File: src/rtl/uart_num_parser_if.sv
// Byte-in / number-out bundle for uart_num_parser.
// slave is the parser's view; master is the producer/consumer view.
interface uart_num_parser_if #(
    parameter int unsigned DATA_WIDTH = 32
) ();
    logic [7:0]            rx_data;
    logic                  rx_valid;
    logic [DATA_WIDTH-1:0] num_data;
    logic                  num_last;
    logic                  num_valid;
    logic                  num_ready;
    logic                  err_char;
    logic                  err_range;
    logic                  err_drop;

    modport slave (
        input  rx_data, rx_valid, num_ready,
        output num_data, num_last, num_valid, err_char, err_range, err_drop
    );

    modport master (
        output rx_data, rx_valid, num_ready,
        input  num_data, num_last, num_valid, err_char, err_range, err_drop
    );
endinterface

File: src/rtl/uart_num_parser.sv
// Parses signed decimal tokens from a UART byte stream into a small output FIFO.
// Define PARSER_SATURATE_EN to clamp out-of-range tokens instead of discarding them.
module uart_num_parser #(
    parameter int unsigned DATA_WIDTH = 32,
    parameter int unsigned MAX_DIGITS = 10,
    parameter int unsigned FIFO_DEPTH = 4
) (
    input  logic              clk,
    input  logic              rst,
    uart_num_parser_if.slave  bus
);
    localparam int unsigned ACC_W  = DATA_WIDTH + 4;
    localparam int unsigned CNT_W  = $clog2(MAX_DIGITS + 1);
    localparam int unsigned PTR_W  = $clog2(FIFO_DEPTH);
    localparam int unsigned FCNT_W = $clog2(FIFO_DEPTH + 1);

    localparam logic [ACC_W-1:0] POS_MAX = {{(ACC_W-DATA_WIDTH+1){1'b0}}, {(DATA_WIDTH-1){1'b1}}};
    localparam logic [ACC_W-1:0] NEG_MAX = POS_MAX + ACC_W'(1);

    typedef enum logic [1:0] {S_IDLE, S_SIGN, S_DIGITS, S_SKIP} state_t;

    state_t                r_state;
    state_t                w_state_next;
    logic [ACC_W-1:0]      r_acc, w_acc_next;
    logic [CNT_W-1:0]      r_cnt, w_cnt_next;
    logic                  r_neg, w_neg_next;
    logic                  r_sat, w_sat_next;
    logic                  r_err_char, r_err_range, r_err_drop;
    logic                  w_err_char, w_err_range;
    logic                  w_emit;

    // Byte classification
    logic       w_is_digit, w_is_minus, w_is_delim;
    logic [3:0] w_digit;
    assign w_is_digit = (bus.rx_data >= 8'h30) && (bus.rx_data <= 8'h39);
    assign w_is_minus = (bus.rx_data == 8'h2D);
    assign w_is_delim = (bus.rx_data == 8'h20) || (bus.rx_data == 8'h09) ||
                        (bus.rx_data == 8'h2C) || (bus.rx_data == 8'h0D) ||
                        (bus.rx_data == 8'h0A);
    assign w_digit    = bus.rx_data[3:0];

    // Accumulator stays within the limit, so acc*10+9 never overflows ACC_W bits.
    logic [ACC_W-1:0] w_acc_mac, w_limit;
    logic             w_oor;
    assign w_acc_mac = (r_acc * ACC_W'(10)) + ACC_W'(w_digit);
    assign w_limit   = r_neg ? NEG_MAX : POS_MAX;
    assign w_oor     = (r_cnt >= CNT_W'(MAX_DIGITS)) || (w_acc_mac > w_limit);

    logic [DATA_WIDTH-1:0] w_mag, w_emit_data;
    logic                  w_emit_last;
    assign w_mag       = r_acc[DATA_WIDTH-1:0];
    assign w_emit_last = (bus.rx_data == 8'h0A);
    always_comb begin
        w_emit_data = r_neg ? (DATA_WIDTH'(0) - w_mag) : w_mag;
        if (r_sat)
            w_emit_data = r_neg ? {1'b1, {(DATA_WIDTH-1){1'b0}}} : {1'b0, {(DATA_WIDTH-1){1'b1}}};
    end

    // FSM state register
    always_ff @(posedge clk or posedge rst) begin
        if (rst) r_state <= S_IDLE;
        else     r_state <= w_state_next;
    end

    // FSM next-state logic
    always_comb begin
        w_state_next = r_state;
        if (bus.rx_valid) begin
            case (r_state)
                S_IDLE: begin
                    if (w_is_minus)      w_state_next = S_SIGN;
                    else if (w_is_digit) w_state_next = S_DIGITS;
                    else if (!w_is_delim) w_state_next = S_SKIP;
                end
                S_SIGN: begin
                    if (w_is_digit)      w_state_next = S_DIGITS;
                    else if (w_is_delim) w_state_next = S_IDLE;
                    else                 w_state_next = S_SKIP;
                end
                S_DIGITS: begin
                    if (w_is_digit) begin
`ifdef PARSER_SATURATE_EN
                        w_state_next = S_DIGITS;
`else
                        if (w_oor) w_state_next = S_SKIP;
`endif
                    end else if (w_is_delim) w_state_next = S_IDLE;
                    else                     w_state_next = S_SKIP;
                end
                S_SKIP: begin
                    if (w_is_delim) w_state_next = S_IDLE;
                end
                default: w_state_next = S_IDLE;
            endcase
        end
    end

    // FSM datapath and pulse outputs
    always_comb begin
        w_acc_next  = r_acc;
        w_cnt_next  = r_cnt;
        w_neg_next  = r_neg;
        w_sat_next  = r_sat;
        w_emit      = 1'b0;
        w_err_char  = 1'b0;
        w_err_range = 1'b0;
        if (bus.rx_valid) begin
            case (r_state)
                S_IDLE: begin
                    if (w_is_minus) begin
                        w_neg_next = 1'b1;
                        w_acc_next = '0;
                        w_cnt_next = '0;
                        w_sat_next = 1'b0;
                    end else if (w_is_digit) begin
                        w_neg_next = 1'b0;
                        w_acc_next = ACC_W'(w_digit);
                        w_cnt_next = CNT_W'(1);
                        w_sat_next = 1'b0;
                    end else if (!w_is_delim) begin
                        w_err_char = 1'b1;
                    end
                end
                S_SIGN: begin
                    if (w_is_digit) begin
                        w_acc_next = ACC_W'(w_digit);
                        w_cnt_next = CNT_W'(1);
                    end else begin
                        w_err_char = 1'b1;
                    end
                end
                S_DIGITS: begin
                    if (w_is_digit) begin
                        if (!r_sat) begin
                            if (w_oor) begin
                                w_err_range = 1'b1;
`ifdef PARSER_SATURATE_EN
                                w_sat_next  = 1'b1;
`endif
                            end else begin
                                w_acc_next = w_acc_mac;
                                w_cnt_next = r_cnt + CNT_W'(1);
                            end
                        end
                    end else if (w_is_delim) begin
                        w_emit     = 1'b1;
                        w_sat_next = 1'b0;
                    end else begin
                        w_err_char = 1'b1;
                    end
                end
                default: ;
            endcase
        end
    end

    // FIFO bookkeeping: a full FIFO still accepts a write when the head pops the same cycle.
    logic [DATA_WIDTH:0]   r_mem [FIFO_DEPTH];
    logic [PTR_W-1:0]      r_wr_ptr, r_rd_ptr;
    logic [FCNT_W-1:0]     r_count;
    logic                  w_num_valid, w_full, w_pop, w_push, w_drop;
    logic [DATA_WIDTH:0]   w_head;

    assign w_num_valid = (r_count != '0);
    assign w_full      = (r_count == FCNT_W'(FIFO_DEPTH));
    assign w_pop       = w_num_valid && bus.num_ready;
    assign w_push      = w_emit && (!w_full || w_pop);
    assign w_drop      = w_emit && w_full && !w_pop;
    assign w_head      = r_mem[r_rd_ptr];

    always_ff @(posedge clk or posedge rst) begin
        if (rst) begin
            r_acc       <= '0;
            r_cnt       <= '0;
            r_neg       <= 1'b0;
            r_sat       <= 1'b0;
            r_err_char  <= 1'b0;
            r_err_range <= 1'b0;
            r_err_drop  <= 1'b0;
            r_wr_ptr    <= '0;
            r_rd_ptr    <= '0;
            r_count     <= '0;
            for (int i = 0; i < FIFO_DEPTH; i++) r_mem[i] <= '0;
        end else begin
            r_acc       <= w_acc_next;
            r_cnt       <= w_cnt_next;
            r_neg       <= w_neg_next;
            r_sat       <= w_sat_next;
            r_err_char  <= w_err_char;
            r_err_range <= w_err_range;
            r_err_drop  <= w_drop;
            if (w_push) begin
                r_mem[r_wr_ptr] <= {w_emit_last, w_emit_data};
                r_wr_ptr        <= r_wr_ptr + PTR_W'(1);
            end
            if (w_pop) r_rd_ptr <= r_rd_ptr + PTR_W'(1);
            case ({w_push, w_pop})
                2'b10:   r_count <= r_count + FCNT_W'(1);
                2'b01:   r_count <= r_count - FCNT_W'(1);
                default: ;
            endcase
        end
    end

    assign bus.num_data  = w_head[DATA_WIDTH-1:0];
    assign bus.num_last  = w_head[DATA_WIDTH];
    assign bus.num_valid = w_num_valid;
    assign bus.err_char  = r_err_char;
    assign bus.err_range = r_err_range;
    assign bus.err_drop  = r_err_drop;
endmodule

File: src/flat_wrapper.sv
// flat-port wrapper written by rule: the top's interface ports become plain ports
module uart_num_parser_flat 
#(
    parameter int unsigned DATA_WIDTH = 32,
    parameter int unsigned MAX_DIGITS = 10,
    parameter int unsigned FIFO_DEPTH = 4
)
  (clk, rst, bus_rx_data, bus_rx_valid, bus_num_ready, bus_num_data, bus_num_last, bus_num_valid, bus_err_char, bus_err_range, bus_err_drop);
  uart_num_parser_if #(.DATA_WIDTH(DATA_WIDTH)) bus_i ();
  input  logic clk;
  input  logic rst;
  input wire logic [$bits(bus_i.rx_data)-1:0] bus_rx_data;
  input wire logic [$bits(bus_i.rx_valid)-1:0] bus_rx_valid;
  input wire logic [$bits(bus_i.num_ready)-1:0] bus_num_ready;
  output wire logic [$bits(bus_i.num_data)-1:0] bus_num_data;
  output wire logic [$bits(bus_i.num_last)-1:0] bus_num_last;
  output wire logic [$bits(bus_i.num_valid)-1:0] bus_num_valid;
  output wire logic [$bits(bus_i.err_char)-1:0] bus_err_char;
  output wire logic [$bits(bus_i.err_range)-1:0] bus_err_range;
  output wire logic [$bits(bus_i.err_drop)-1:0] bus_err_drop;
  assign bus_i.rx_data = bus_rx_data;
  assign bus_i.rx_valid = bus_rx_valid;
  assign bus_i.num_ready = bus_num_ready;
  assign bus_num_data = bus_i.num_data;
  assign bus_num_last = bus_i.num_last;
  assign bus_num_valid = bus_i.num_valid;
  assign bus_err_char = bus_i.err_char;
  assign bus_err_range = bus_i.err_range;
  assign bus_err_drop = bus_i.err_drop;
  uart_num_parser #(.DATA_WIDTH(DATA_WIDTH), .MAX_DIGITS(MAX_DIGITS), .FIFO_DEPTH(FIFO_DEPTH)) u_core (.clk(clk), .rst(rst), .bus(bus_i));
endmodule
File: config.mk
export PLATFORM = sky130hd
export DESIGN_NAME = uart_num_parser_flat
export DESIGN_NICKNAME = d
export VERILOG_FILES = /design/src/rtl/uart_num_parser_if.sv /design/src/rtl/uart_num_parser.sv /design/src/flat_wrapper.sv
export SDC_FILE = /design/constraint.sdc
export NUM_CORES = 1
export LEC_CHECK = 0
export ABC_AREA = 1
export CAP_MARGIN = 15
export CORE_ASPECT_RATIO = 2
export CORE_MARGIN = 3
export CORE_UTILIZATION = 60
export CTS_BUF_LIST = sky130_fd_sc_hd__clkbuf_8
export DETAILED_ROUTE_END_ITERATION = 16
export GPL_ROUTABILITY_DRIVEN = 0
export GPL_TIMING_DRIVEN = 0
export PLACE_DENSITY = 0.76
export SLEW_MARGIN = 20
export SYNTH_ARGS = -nofsm -noshare
export SYNTH_HDL_FRONTEND = slang
export SYNTH_SLANG_ARGS = --single-unit
File: constraint.sdc
create_clock -name clk -period 13.8 [get_ports clk]
set_input_delay 1.38 -clock clk [delete_from_list [all_inputs] [get_ports clk]]
set_output_delay 1.38 -clock clk [all_outputs]
set_load 0.005 [all_outputs]
# Yosys cells after proc, flatten, opt, wreduce, memory -nomap -nowiden
# Index checks and enable logic that the tools add are counted.
dict set report totals {
  input_bits 12
  register_bits 186
}
dict set report op_classes {
  magnitude_cmp 7
  n_eq_ne 21
  bitwise_logic 2
  muxes 53
  mul 1
  n_reduce_logical 24
  n_addsub 7
}
# operator n
set op_table {}
lappend op_table {{$mux 36} 5}
lappend op_table {{$bwmux 132} 1}
lappend op_table {{$mux 32} 4}
lappend op_table {{$pmux 36 s3} 1}
lappend op_table {{$mux 33} 3}
lappend op_table {{$bmux 33 s2} 1}
lappend op_table {{$demux 33 s2} 1}
lappend op_table {{$add 36x4->36} 1}
lappend op_table {{$gt 36x36->1} 1}
lappend op_table {{$mul 36x3->35 const B} 1}
lappend op_table {{$sub 1x32->32 const A} 1}
lappend op_table {{$eq 8x4->1 const B} 3}
lappend op_table {{$eq 8x6->1 const B} 3}
lappend op_table {{$mux 4} 5}
lappend op_table {{$mux 1} 19}
lappend op_table {{$mux 2} 8}
lappend op_table {{$pmux 4 s3} 1}
lappend op_table {{$reduce_and 5->1} 2}
lappend op_table {{$ge 8x6->1 const B} 1}
lappend op_table {{$le 8x6->1 const B} 1}
lappend op_table {{$pmux 2 s4} 1}
lappend op_table {{$eq 2x2->1 const B} 3}
lappend op_table {{$ge 3x3->1 const B} 2}
lappend op_table {{$logic_and 1x1->1} 6}
lappend op_table {{other kinds (24)} 40}

# Depth between registers and ports, before layout
dict set report depth {
  depth_word 12
  mapped_depth 38
  depth_no_buf 35
}

# Worst setup path after synthesis
# No wires, ideal clock.
dict set report synth_timing {
  kind {in2reg}
  from {in bus_rx_data[1]}
  to {reg u_core.r_acc[2]}
  setup_time_ps 117
  path_slack_ps 8944
  n_path_buf 2
  required_ps 13683
  stages 28
  t_arrival_ps 4739
  path_cell_list {ha_1 fa_1 nand2_1 a21oi_1 nand3_1 nor2_2 nand3_2 nor2_4 nand2_2 nor2_4 nand2_2 inv_1 nand4_1 xor2_1 ha_1 nand2_1 nor4_1 nand4_1 a21oi_1 nand2_1 nor2_4 nand2_2 nand2_1 nand3_2 buf_6 buf_8 nand2_2 nand2_1}
}
dict set report synth_between {
  elab_chain_len 5
  elab_cells_between_ends 16
  classes_between {add/sub: 1; order compare: 3; eq/ne: 3; mux: 6; reduce/logical: 3}
}
# element line
set synth_lines {}
lappend synth_lines {{from (decl)} flat_wrapper.sv:12} ;# input wire logic [$bits(bus_i.rx_data)-1:0] bus_rx_data;
lappend synth_lines {{$add 36x4->36 (tied with other cells)} uart_num_parser.sv:45} ;# assign w_acc_mac = (r_acc * ACC_W'(10)) + ACC_W'(w_digit);
lappend synth_lines {{$gt 36x36->1 (tied with other cells)} uart_num_parser.sv:47} ;# assign w_oor = (r_cnt >= CNT_W'(MAX_DIGITS)) || (w_acc_mac > w_limit);
lappend synth_lines {{$logic_or 1x1->1 (tied with other cells)} uart_num_parser.sv:47}
lappend synth_lines {{$ne 2x2->1 (no source line) (tied with other cells)} -}
lappend synth_lines {{$reduce_and 5->1 (no source line) or $pmux 36 s3 (tied branches)} -}
lappend synth_lines {{to (signal assigned)} uart_num_parser.sv:185} ;# r_acc <= w_acc_next;
lappend synth_lines {{to (decl)} uart_num_parser.sv:24} ;# logic [ACC_W-1:0] r_acc, w_acc_next;
# Several ways; a longest one is shown, not always the timed one. The select of a mux whose other input is x is not followed.
# A chain may end at the register's enable or synchronous reset.

# Worst setup path after layout
dict set report layout_timing {
  from {in bus_rx_data[1]}
  to {reg u_core.r_acc[19]}
}
# Same word-level chain as after synthesis.

==> impl_metrics.toml <==
[floorplanning]
die-area_um2 = 26000
coreArea_um2 = 23400
die_w_um = 115
fp-row-count = 79
num_io_pins = 49
start_util = 0.614
die_h_um = 225

[run]
cap_violations = 0

[sta]
hold_viol = 0
rsz0062_at_grt = "no"
tns_ps = 0
fin_crit_ps = 6180
slew_viol_final = 0
fin_crit_sh = 0.448
tightest_slew_ps = 1080
clock_skew_ps = 14.0
max_freq_mhz = 162
hold_slack_ps = 481
setup_viol = 0
relSlewSlack = 0.280

[logic_synthesis]
synth_cell_type_count = 45
postSynthAreaPerCell_um2 = 6.83
synth_area_leader_cell = "dfrtp_1"
synth.area.top_cells = "dfrtp_1 (32%), nand2_1 (17%), ha_1 (9.7%), o21ai_0 (7.3%), inv_1 (5.9%)"
syn_area_um2 = 14400
yosys_warnings = 0
ys_ff_latch = 184
synth_top_area_share = 0.320
yosysSeqAreaShare = 0.320
async_flop_share = 1.00
synth-edff-count = 0
synth_nets = 2230
syn_inst = 2104
synth_top_flop_cell = "dfrtp_1"

[cts]
post_cts_buffers = 0
h-tree-depth = 4
clk_latency_ps = 480
tritoncts = "done"
cts_buffers = 17
cts.clk_slew.worst_paths_ps = 90
root_buffer = "clkbuf_8"
cts_sinks = 184
cts-resized-gates = 0
cts_hold_buf = 0
cts_buffer_depth = 2

[routing]
vias = 14500
wl_per_cell_um = 18.7
drc_errors = 0
wl_um = 46200
vias_per_cell = 5.86
ant_nets = 0
drtIter0Drc = 1464
dr.pass1.iters = 6

[power_and_ir_drop]
irDropWorstVdd_mv = 0.0843
powerDensity_nw_per_um2 = 190
power.total_w = 0.00298
p_sw_w = 0.00155
power.leakage_nw = 8.09
pwr-share-seq = 0.246
p_comb_frac = 0.624
power.internal_w = 0.00142
p_sw_frac = 0.522
p_clk_frac = 0.130

[critical_path]
reg2reg_setup_slack_ps = 7790
critPathKind = "input port to flop"
crit_required_ps = 14210
cp_max_fo = 10
worstPathArrival_ps = 6600
cp-start-kind = "input port"
endpoint_kind = "flop"

[layout]
final_common_cell = "nand2_1"
layout-drive-gt1-share = 0.0636
final_cell_mix = "nand2_1 (655), inv_1 (225), o21ai_0 (211)"
areaGrowthSynthToFinish_pct = 9.01
layout.nets = 2298

[global_route]
grt-ovfl-total = 0
grt_pass1_vias = 14300
antenna_found_initial = 0
gr-usage-all-layers = 0.361
grt_max_degree = 112
grt_pass1_wl_um = 72400

[placement]
port_buffers = 48
hpwl_um = 36000

[run_status]
status = "finished, final reports clean"

[min_path]
hold_path_class = "flop to flop"
-- power groups by stage --
stage	clock [W]	sequential [W]	combinational, W
2_1_floorplan	0	0.000685	0.00120
4_1_cts	0.000388	0.000726	0.00182
6_report	0.000387	0.000733	0.00186
5_1_grt	0.000406	0.000740	0.00203
3_3_place_gp	0	0.000732	0.00177
3_5_place_dp	0	0.000736	0.00181
-- state kept, by name, indices dropped and copies added, names as in the netlist, 2 cells and up --
signal	cells
u_core.r_mem	132
u_core.r_acc	35
u_core.r_cnt	4
u_core.r_count	3
u_core.r_rd_ptr	2
u_core.r_state	2
u_core.r_wr_ptr	2
-- synth_stat cells, types with 20 or more instances --
cell type    n
o21ai_0    211
o22ai_1     34
a21oi_1     46
dfrtp_1    184
nor2_1     156
nand2_1    655
xor2_1      46
clkbuf_1    64
ha_1       111
nand2_2     36
nor3_1      20
inv_1      226
nand3_1    139
nand4_1     30
-- per-stage QoR --
stage,utilization,worst slack (ps),instance area (um^2),cells
after floorplan,-,7420,14400,2104
after global placement,0.649,5170,15200,2435
after detailed placement,0.651,7190,15200,2436
after CTS,0.669,7690,15700,2467
after global routing,0.669,7360,15700,2467
final,0.669,7620,15700,2468
-- cell type report --
type                    count  area (um^2)
multi-input cells        1598         8510
fillers                  2179         7760
flip-flops and latches    184         4610
inverters                 244          923
repair buffers             49          508
well taps                 283          354
plain buffers              78          339
clock buffers              20          275
clock inverters            11          146
diodes                      1         2.50
-- worst paths after layout --
check	start	end	depth (start not counted)
worst min register to register	u_core.r_mem[87]	u_core.r_mem[87]	2
worst max-delay path	bus_rx_data[1]	u_core.r_acc[19]	26
worst max register to register	u_core.r_acc[3]	u_core.r_acc[19]	28
min in group asynchronous	rst	u_core.r_mem[105]	2
worst min-delay path	u_core.r_mem[87]	u_core.r_mem[87]	2
max in group asynchronous	rst	u_core.r_mem[119]	3
-- worst max-delay path, cell delays in order --
cell,delay (ps)
clkdlybuf4s50_1,550
ha_1,240
fa_1,230
nand2_1,60
a21oi_1,230
nand3_1,180
nor2_2,220
nand3_2,140
nor2_4,140
nand2_1,80
nor2_2,180
nand2_2,130
xor2_1,300
inv_1,80
ha_1,300
nand2_1,70
nor4_1,530
nand4_1,200
a21oi_1,250
nand2_1,120
nor2_4,120
nand3_1,70
nand2_1,150
buf_2,300
nand3_1,190
nand2_1,110
-- routing by layer --
layer  vias up  GRT usage  share of wire  wire [um]
met4         0      0.289          0.094       4340
met5         -          0              0          0
met1      6725      0.360           0.34      15700
met2       554      0.650           0.52      24000
li1       6967          -              -          -
met3       213     0.0460          0.046       2140
-- cell families after synthesis --
| group | Yosys count | share of synthesized area |
|---|---|---|
| xor+xnor | 59 | 0.0365 |
| flops | 184 | 0.320 |
| buf+inv | 322 | 0.0873 |
| compound gates | 336 | 0.129 |
| simple gates | 1089 | 0.326 |
| fa+ha+maj | 114 | 0.101 |
Power figures use the tool's default switching activity.
